File: src/rtl/cluster_link_tx.sv
// cluster_link_tx: captures eight clusters per bunch crossing, buffers the valid ones
// and frames them onto a 16-bit link as one header word plus three cluster/idle words.
`default_nettype none

module cluster_link_tx #(
  parameter int          FIFO_DEPTH = 16,
  parameter int          ADR_MAX    = 1535,
  parameter logic [15:0] IDLE_WORD  = 16'hF7F7
) (
  input  logic                          clock4x,
  input  logic                          reset_n,
  input  logic                          bx_strobe,
  input  logic [13:0]                   cluster0,
  input  logic [13:0]                   cluster1,
  input  logic [13:0]                   cluster2,
  input  logic [13:0]                   cluster3,
  input  logic [13:0]                   cluster4,
  input  logic [13:0]                   cluster5,
  input  logic [13:0]                   cluster6,
  input  logic [13:0]                   cluster7,
  output logic [15:0]                   link_data,
  output logic                          link_k,
  output logic [$clog2(FIFO_DEPTH):0]   fifo_level,
  output logic [15:0]                   overflow_cnt
);

  localparam int             AW      = $clog2(FIFO_DEPTH);
  localparam int             LW      = AW + 1;
  localparam logic [LW-1:0]  DEPTH_L = LW'(FIFO_DEPTH);
  localparam logic [10:0]    ADR_LIM = 11'(ADR_MAX);

  logic [1:0]    slot;
  logic [6:0]    frame_num;
  logic          ovf_pending;
  logic          scan_active;
  logic [1:0]    scan_idx;
  logic [13:0]   cap [8];
  logic [13:0]   mem [FIFO_DEPTH];
  logic [AW-1:0] wr_ptr;
  logic [AW-1:0] rd_ptr;

  logic [13:0]   c_lo, c_hi, first_data;
  logic          v_lo, v_hi, first_v, second_v, acc1, acc2, pop;
  logic [1:0]    n_wr;
  logic [3:0]    scan_drops, rs_drops, drops;
  logic [16:0]   ovf_sum;

  function automatic logic is_valid(input logic [13:0] c);
    return c[10:0] <= ADR_LIM;
  endfunction

  always_comb begin
    c_lo       = cap[{scan_idx, 1'b0}];
    c_hi       = cap[{scan_idx, 1'b1}];
    v_lo       = scan_active && is_valid(c_lo);
    v_hi       = scan_active && is_valid(c_hi);
    first_v    = v_lo | v_hi;
    second_v   = v_lo & v_hi;
    first_data = v_lo ? c_lo : c_hi;
    // Room is judged on the start-of-cycle level; a same-cycle pop frees nothing.
    acc1       = first_v && (fifo_level < DEPTH_L);
    acc2       = second_v && ((fifo_level + LW'(acc1)) < DEPTH_L);
    n_wr       = 2'(acc1) + 2'(acc2);
    pop        = (slot != 2'd0) && (fifo_level != '0);
    scan_drops = 4'(first_v & ~acc1) + 4'(second_v & ~acc2);
    rs_drops   = '0;
    if (bx_strobe && scan_active) begin
      // Re-strobe abandons every pair after the one being scanned this cycle.
      for (int i = 0; i < 8; i++) begin
        if (((i / 2) > int'(scan_idx)) && is_valid(cap[i])) begin
          rs_drops = rs_drops + 4'd1;
        end
      end
    end
    drops   = scan_drops + rs_drops;
    ovf_sum = {1'b0, overflow_cnt} + {13'b0, drops};
  end

  always_ff @(posedge clock4x) begin
    if (acc1) mem[wr_ptr] <= first_data;
    if (acc2) mem[wr_ptr + AW'(1)] <= c_hi;
  end

  always_ff @(posedge clock4x or negedge reset_n) begin
    if (!reset_n) begin
      slot         <= '0;
      frame_num    <= '0;
      ovf_pending  <= 1'b0;
      scan_active  <= 1'b0;
      scan_idx     <= '0;
      wr_ptr       <= '0;
      rd_ptr       <= '0;
      fifo_level   <= '0;
      overflow_cnt <= '0;
      link_data    <= '0;
      link_k       <= 1'b0;
      for (int i = 0; i < 8; i++) cap[i] <= '0;
    end else begin
      slot <= slot + 2'd1;
      if (slot == 2'd0) begin
        link_k    <= 1'b1;
        link_data <= {8'hBC, ovf_pending, frame_num};
        frame_num <= frame_num + 7'd1;
      end else if (pop) begin
        link_k    <= 1'b0;
        link_data <= {2'b01, mem[rd_ptr]};
        rd_ptr    <= rd_ptr + AW'(1);
      end else begin
        link_k    <= 1'b1;
        link_data <= IDLE_WORD;
      end

      ovf_pending  <= ((slot == 2'd0) ? 1'b0 : ovf_pending) | (drops != 4'd0);
      overflow_cnt <= ovf_sum[16] ? 16'hFFFF : ovf_sum[15:0];
      wr_ptr       <= wr_ptr + AW'(n_wr);
      fifo_level   <= fifo_level + LW'(n_wr) - LW'(pop);

      if (bx_strobe) begin
        cap[0]      <= cluster0;
        cap[1]      <= cluster1;
        cap[2]      <= cluster2;
        cap[3]      <= cluster3;
        cap[4]      <= cluster4;
        cap[5]      <= cluster5;
        cap[6]      <= cluster6;
        cap[7]      <= cluster7;
        scan_idx    <= '0;
        scan_active <= 1'b1;
      end else if (scan_active) begin
        scan_idx <= scan_idx + 2'd1;
        if (scan_idx == 2'd3) scan_active <= 1'b0;
      end
    end
  end

endmodule

`default_nettype wire

File: config.mk
export PLATFORM = sky130hd
export DESIGN_NAME = cluster_link_tx
export DESIGN_NICKNAME = d
export VERILOG_FILES = /design/src/rtl/cluster_link_tx.sv
export SDC_FILE = /design/constraint.sdc
export NUM_CORES = 1
export LEC_CHECK = 0
export CORE_MARGIN = 1
export CORE_UTILIZATION = 30
export CTS_CLUSTER_SIZE = 10
export DETAILED_ROUTE_END_ITERATION = 8
export SYNTH_ARGS = -nofsm -noshare
export SYNTH_HDL_FRONTEND = slang
export SYNTH_SLANG_ARGS = --single-unit
File: constraint.sdc
create_clock -name clock4x -period 8.8 [get_ports clock4x]
set_clock_uncertainty 0.05 [all_clocks]
set_input_delay 0.88 -clock clock4x [delete_from_list [all_inputs] [get_ports clock4x]]
set_output_delay 0.88 -clock clock4x [all_outputs]
set_load 0.05 [all_outputs]
# --- After elaboration in Yosys (flattened, before gate mapping) ---
# Memories as Yosys holds them, arrays and structs flattened.
# Index checks and enable logic that the tools add are counted.
word_totals:
  register_bits: 171
  ramBits: 224
  in_bits: 115
  n_memories: 1
memory_table:
  columns: ["memory", "depth", "width", "rd", "rd_ports_with_merged_regs", "write_ports", "line", "text"]
  rows:
  - ["mem", 16, 14, 1, 0, 2, "38", "logic [13:0] mem [FIFO_DEPTH];"]
op_classes:
  addsub: 18
  order_cmp: 15
  eq_ne: 1
  n_mux: 34
  n_bitwise: 10
  reduce_logical: 18
ops:
  columns: ["op", "n"]
  rows:
  - ["$le A11 B11 Y1 const B", 8]
  - ["$bmux W14 S3", 2]
  - ["$mux W14", 5]
  - ["$mux W16", 3]
  - ["$mux W4", 11]
  - ["$add A4 B1 Y4 const B", 7]
  - ["$add A16 B4 Y17", 1]
  - ["$logic_and A1 B1 Y1", 12]
  - ["$mux W1", 11]
  - ["$lt A5 B5 Y1 const B", 2]
  - ["$add A4 B4 Y4", 2]
  - ["$and A1 B4 Y4", 2]
  - ["$ge A4 B4 Y1 const B", 2]
  - ["$not A1 Y4", 2]
  - ["$not A3 Y4", 2]
  - ["$add A7 B1 Y7 const B", 1]
  - ["$add A5 B1 Y5", 1]
  - ["$add A5 B2 Y5", 1]
  - ["$reduce_bool A5 Y1", 1]
  - ["$sub A5 B1 Y5", 1]
  - ["$add A2 B1 Y2 const B", 2]
  - ["$add A4 B2 Y4", 1]
  - ["$gt A2 B2 Y1 const A", 2]
  - ["$mux W2", 2]
  - ["10 further kinds", 12]

# --- Longest topological paths before layout ---
depth:
  word_depth: 22
  ltp_mapped: 32

# --- Worst setup path before layout ---
# Ideal clock, no wire load.
synth_path:
  path_type: "register -> register"
  from: "register scan_idx[1]"
  to: "register overflow_cnt[9]"
  setup_ps: 70
  t_arrival_ps: 6045
  required_ps: 8680
  slack_ps: 2635
  stages_incl_launch_ff: 29
  n_path_buf: 5
  period_less_slack_ps: 6165
  path_cell_list: "dfrtp_1 buf_6 buf_2 buf_1 clkbuf_1 inv_1 ha_1 and2_1 ha_1 xnor2_1 ha_1 nor2_1 nor2_1 ha_1 nand2_1 o31a_1 inv_1 ha_1 o211a_1 a211o_1 a211o_1 o211a_1 or2_2 ha_1 o21ai_0 a21o_1 or3_1 clkbuf_1 nand3_1"
synth_between:
  elab_chain_cells: 22
  word_cells_on_any_way: 52
  cone_classes: "add/sub: 9; order compare: 6; mux: 19; bitwise: 8; reduce/logical: 10"
synth_rtl:
  columns: ["element", "line", "text"]
  rows:
  - ["start, declared", "36", "logic [1:0] scan_idx;"]
  - ["start signal, assigned", "130", "scan_idx <= scan_idx + 2'd1;"]
  - ["$gt A1 B2 Y1", "70", "if (((i / 2) > int'(scan_idx)) && is_valid(cap[i])) begin"]
  - ["$logic_and A1 B1 Y1", "70", null]
  - ["$mux W1", "70", null]
  - ["$mux W4", "67", "if (bx_strobe && scan_active) begin"]
  - ["$add A4 B1 Y4", "71", "rs_drops = rs_drops + 4'd1;"]
  - ["$mux W4", "70", null]
  - ["$mux W4", "67", null]
  - ["$add A4 B1 Y4", "71", null]
  - ["[... 6 more ...]", null, null]
  - ["$mux W4", "70", null]
  - ["$mux W4", "67", null]
  - ["$add A4 B1 Y4", "71", null]
  - ["$mux W4", "70", null]
  - ["$mux W4", "67", null]
  - ["$add A4 B4 Y4 (*)", "75", "drops = scan_drops + rs_drops;"]
  - ["$add A16 B4 Y17 (*)", "76", "ovf_sum = {1'b0, overflow_cnt} + {13'b0, drops};"]
  - ["$mux W16 (*)", "114", "overflow_cnt <= ovf_sum[16] ? 16'hFFFF : ovf_sum[15:0];"]
  - ["end signal, assigned", "114", null]
  - ["end, declared", "24", "output logic [15:0] overflow_cnt"]
# Mark *: on every way between the ends. The rest lies on a longest branch, timed or not. The select of a mux whose other input is x is not followed.
# A chain may end at the register's enable or synchronous reset.

# --- Worst setup path after layout ---
layout_path:
  from: "register scan_idx[0]"
  to: "register overflow_cnt[8]"
# The elaborated chain is that of the path after synthesis.

==> results.md <==
* Run status: complete, no violations
* First-pass GRT wire length at approximately 75,000 um
* Final Cycle Share at 0.6969
* Cell count after synthesis at 1,511
* Top cell type's share of synthesized area at 0.3496
* Worst path cell trace: buf_4, inv_1, ha_1, and2_1, ha_1, xnor2_1, ha_1, nor2_1, nor2_1, ha_1, nand2_1, o31a_1, inv_1, ha_1, o211a_1, a211o_1, a211o_1, o211a_1, or2_2, ha_1, o21ai_0, a21o_1, or3_1, o21ai_0
* Worst-case reg-to-reg path depth at 24
* Most frequent cells after synthesis: edfxtp_1 (224), nor2_1 (221), a21oi_1 (196), dfrtp_1 (171), mux2_2 (114)
* Simple-gate portion of the synthesized area at 0.08187
* Synth warn at 0
* CTS tree: yes
* Internal power at 4.699 mW
* Root Driver: clkbuf_16
* Peak supply drop at 0.1569 mV
* Compound-cell area share of the yosys netlist at 0.08759
* R2R Path Start: scan_idx[0]$_DFFE_PN0P_
* Via count at roughly 12,000
* Slowest stage delay, CP at roughly 570 ps
* Residual DRC at 0
* # nets final at 1,767
* Non-filler cells, final at 2,492
* Share of layout cells above drive strength 1 at 0.2047
* Num rows at 92
* Largest net degree at the start of global routing at 81
* Routed wire length per instance at 19.27 um
* TritonCTS Buffers at 46
* Critical path class: reg2reg
* CP Launch Type: register
* Clock tree buffer depth at 3
* Cell Pwr Density at roughly 320 nW/um2
* Core Footprint at 63,200 um2
* Die Span X at 255.3 um
* RSZ-0062 raised after global routing: no
* Met3 Track Usage GR at 0.03529
* Initial Utilization at 0.3045
* Combinational share of power at 0.386
* Hold Path Class: in2async
* Total power at 7.330 mW
* Post-DP HPWL at about 33,000 um
* Largest family of logic cells by synthesized area: multiplexers
* Final hold vios at 0
* Number of gates resized after cts at 0
* Vias/cell at 4.957
* IO Port Bufs at around 150
* Post-synth ARST share at 0.4329
* Synth-to-layout area growth at 19.05%
* Hold Slack at roughly 290 ps
* Final setup violation count at 0
* Final core utilization at 0.3625
* Sequential-to-total area share from yosys stat at 0.5720
* Pre-antenna DRT Iters at 5
* Leak at 8.383 nW
* Slowest CP cell: or3_1
* NetSw at 2.630 mW
* IO Count at 153
* Setup bufs post-CTS at 0
* Post-synth net total at between 1,500 and 2,000
* Seq pwr share at 0.375
* Critical Path Fanout Max at 31
* Worst slew pin tran at 1184 ps
* Global routing usage on met1 at 0.2022
* Antenna-violating nets left at 0
* Most common cell in the netlist: edfxtp_1
* EDFF count, synth at 224
* H-tree Lvls at 2
* DIE HEIGHT at 255.3 um
* Switching Share at 0.3589
* Clock-pin transition on the worst setup and hold timing paths at 60 ps
* Yosys reg bits at 395
* Max-slew headroom at 0.2081
* Gr usage total at 0.1504
* Arr. time, crit path at 6590 ps
* N_diodes at 0
* Setup TNS at 0 ps
* Synth area leaders: edfxtp_1 (35%), dfrtp_1 (22%), mux4_2 (11%)
* Initial antenna violation count at 0
* Placed cells at 2,419
* Ys flop type: edfxtp_1
* Clock Latency Late Sink at 590 ps
* Avg Inst Size Synth at about 13 um2
* Mapped cell area at 19,240 um2
* Post-Synth XOR/XNOR Area at 0.01463
* Routed WL at a little under 50,000 um
* DRT iter0 DRCs at approximately 1,000
* WP data required at between 9000 and 10,000 ps
* Routing usage on met2 at 0.2447
* Yosys cell types at 53
* Clock Power Share at 0.239
* Most common cell on crit path: ha_1
* Gpl congestion at 0.8115
* Max-Cap Viols at 0
* Fillcell total at 6,042
* CP endpoint kind: register
* Max Fclk at ~160 MHz
* Final Max Slew Viols at 0
* Final Critical Period at 6133 ps
* Hold_buf cts at 0
* Post-synthesis mux area share at 0.1882
* FF-to-FF End: overflow_cnt[8]$_DFF_PN0_
* Adder-Cell Fraction of Synth Area at 0.02172
* Remaining Overflow, GRT at 0
* Clk sink count at 395
* Vias in the first global route at 12,680
* Grt peak-use layer: met2
* Area leader, netlist: edfxtp_1
* Reg-to-reg slack, setup at ~2700 ps
* Total die area at 65,150 um2
sequential cells by signal, summed over array words and instances, names as in the netlist, 4 cells and up:
| signal | cells |
|---|---|
| frame_num | 7 |
| link_data | 16 |
| cap | 112 |
| overflow_cnt | 16 |
| rd_ptr | 4 |
| wr_ptr | 4 |
| fifo_level | 5 |
| mem | 224 |
kinds of logic after synthesis:
group,count (synthesis)
adders and majority gates,31
DFF,395
and+or+nand+nor,374
buffers and inverters,156
xor gates and xnor gates,29
AOI/OAI and AO/OA,301
muxes,225
per-stage QoR:
stage | setup WS (ps) | cell area [um2]
2_1_floorplan | 2635 | 19240
5_1_grt | 2122 | 22910
6_report | 2667 | 22910
3_5_place_dp | 2637 | 21570
3_3_place_gp | 2800 | 21570
4_1_cts | 2627 | 22910
cell usage in the layout (no fill, tap or decap), types with 4 or more instances in the layout:
cell             instances
xor2_1                   5
nand2_1                 72
nand4_1                  4
ha_1                    27
o21ai_2                 12
inv_1                   41
o21ai_1                  4
dfrtp_1                168
clkbuf_1                20
a211o_1                  5
a21oi_2                 11
or2_2                    5
or3_1                    6
clkbuf_16               46
a21oi_1                196
fa_1                     4
nand2b_1                 6
nor2b_1                  7
buf_4                   25
nor2_2                   7
nor3_1                  13
mux4_2                  98
mux2_2                 114
edfxtp_1               224
nand3_1                 22
nor2_1                 221
xnor2_1                 22
a21o_1                   8
clkdlybuf4s50_1        150
mux2i_1                 10
o21ai_0                 40
power groups by stage:
stage | clock, mW | combinational (mW) | sequential (mW)
after CTS | 1.80 | 2.85 | 2.76
after detailed placement | 0 | 2.84 | 2.79
after global placement | 0 | 2.75 | 2.77
after global routing | 1.87 | 3.12 | 2.79
final | 1.75 | 2.83 | 2.75
after floorplan | 0 | 2.05 | 2.71
layout make-up:
class / count / area (um2) / area share
flip-flops and latches: 395 / 11010 / 0.4809
clock inverters: 7 / 108.9 / 0.004752
clock buffers: 66 / 1226 / 0.05353
inverters: 42 / 157.7 / 0.006883
repair buffers: 176 / 1703 / 0.07434
well taps: 846 / 1059 / 0.04621
multi-input cells: 960 / 7637 / 0.3334
worst max-delay path by stage:
stage,startpoint,to,slack (ps),depth (start not counted)
2_1_floorplan,scan_idx[1]$_DFFE_PN0P_,overflow_cnt[9]$_DFF_PN0_,2630,28
3_3_place_gp,scan_idx[0]$_DFFE_PN0P_,overflow_cnt[8]$_DFF_PN0_,2800,24
3_5_place_dp,scan_idx[0]$_DFFE_PN0P_,overflow_cnt[8]$_DFF_PN0_,2640,24
4_1_cts,scan_idx[0]$_DFFE_PN0P_,overflow_cnt[2]$_DFF_PN0_,2630,24
5_1_grt,scan_idx[0]$_DFFE_PN0P_,overflow_cnt[8]$_DFF_PN0_,2120,24
6_report,scan_idx[0]$_DFFE_PN0P_,overflow_cnt[8]$_DFF_PN0_,2670,24
worst max-delay path: cells and delay by family (launching register included):
| kind | cells | cell delay, ps |
|---|---|---|
| AND/OR/NAND/NOR | 6 | 1380 |
| buffers and inverters | 3 | 690 |
| flip-flops | 1 | 330 |
| adder cells (fa/ha/maj) | 6 | 1740 |
| XOR/XNOR | 1 | 220 |
| AO/OA/AOI/OAI | 8 | 1630 |
metal layers:
layer  up-vias  share of wire  wire, um
li1       5745              -         -
met1      6192           0.44     21240
met2       363           0.48     22860
met3        54          0.065      3130
met4         0          0.016       776
met5         -              0         0
Note: power is estimated with default switching activity, not from simulation.
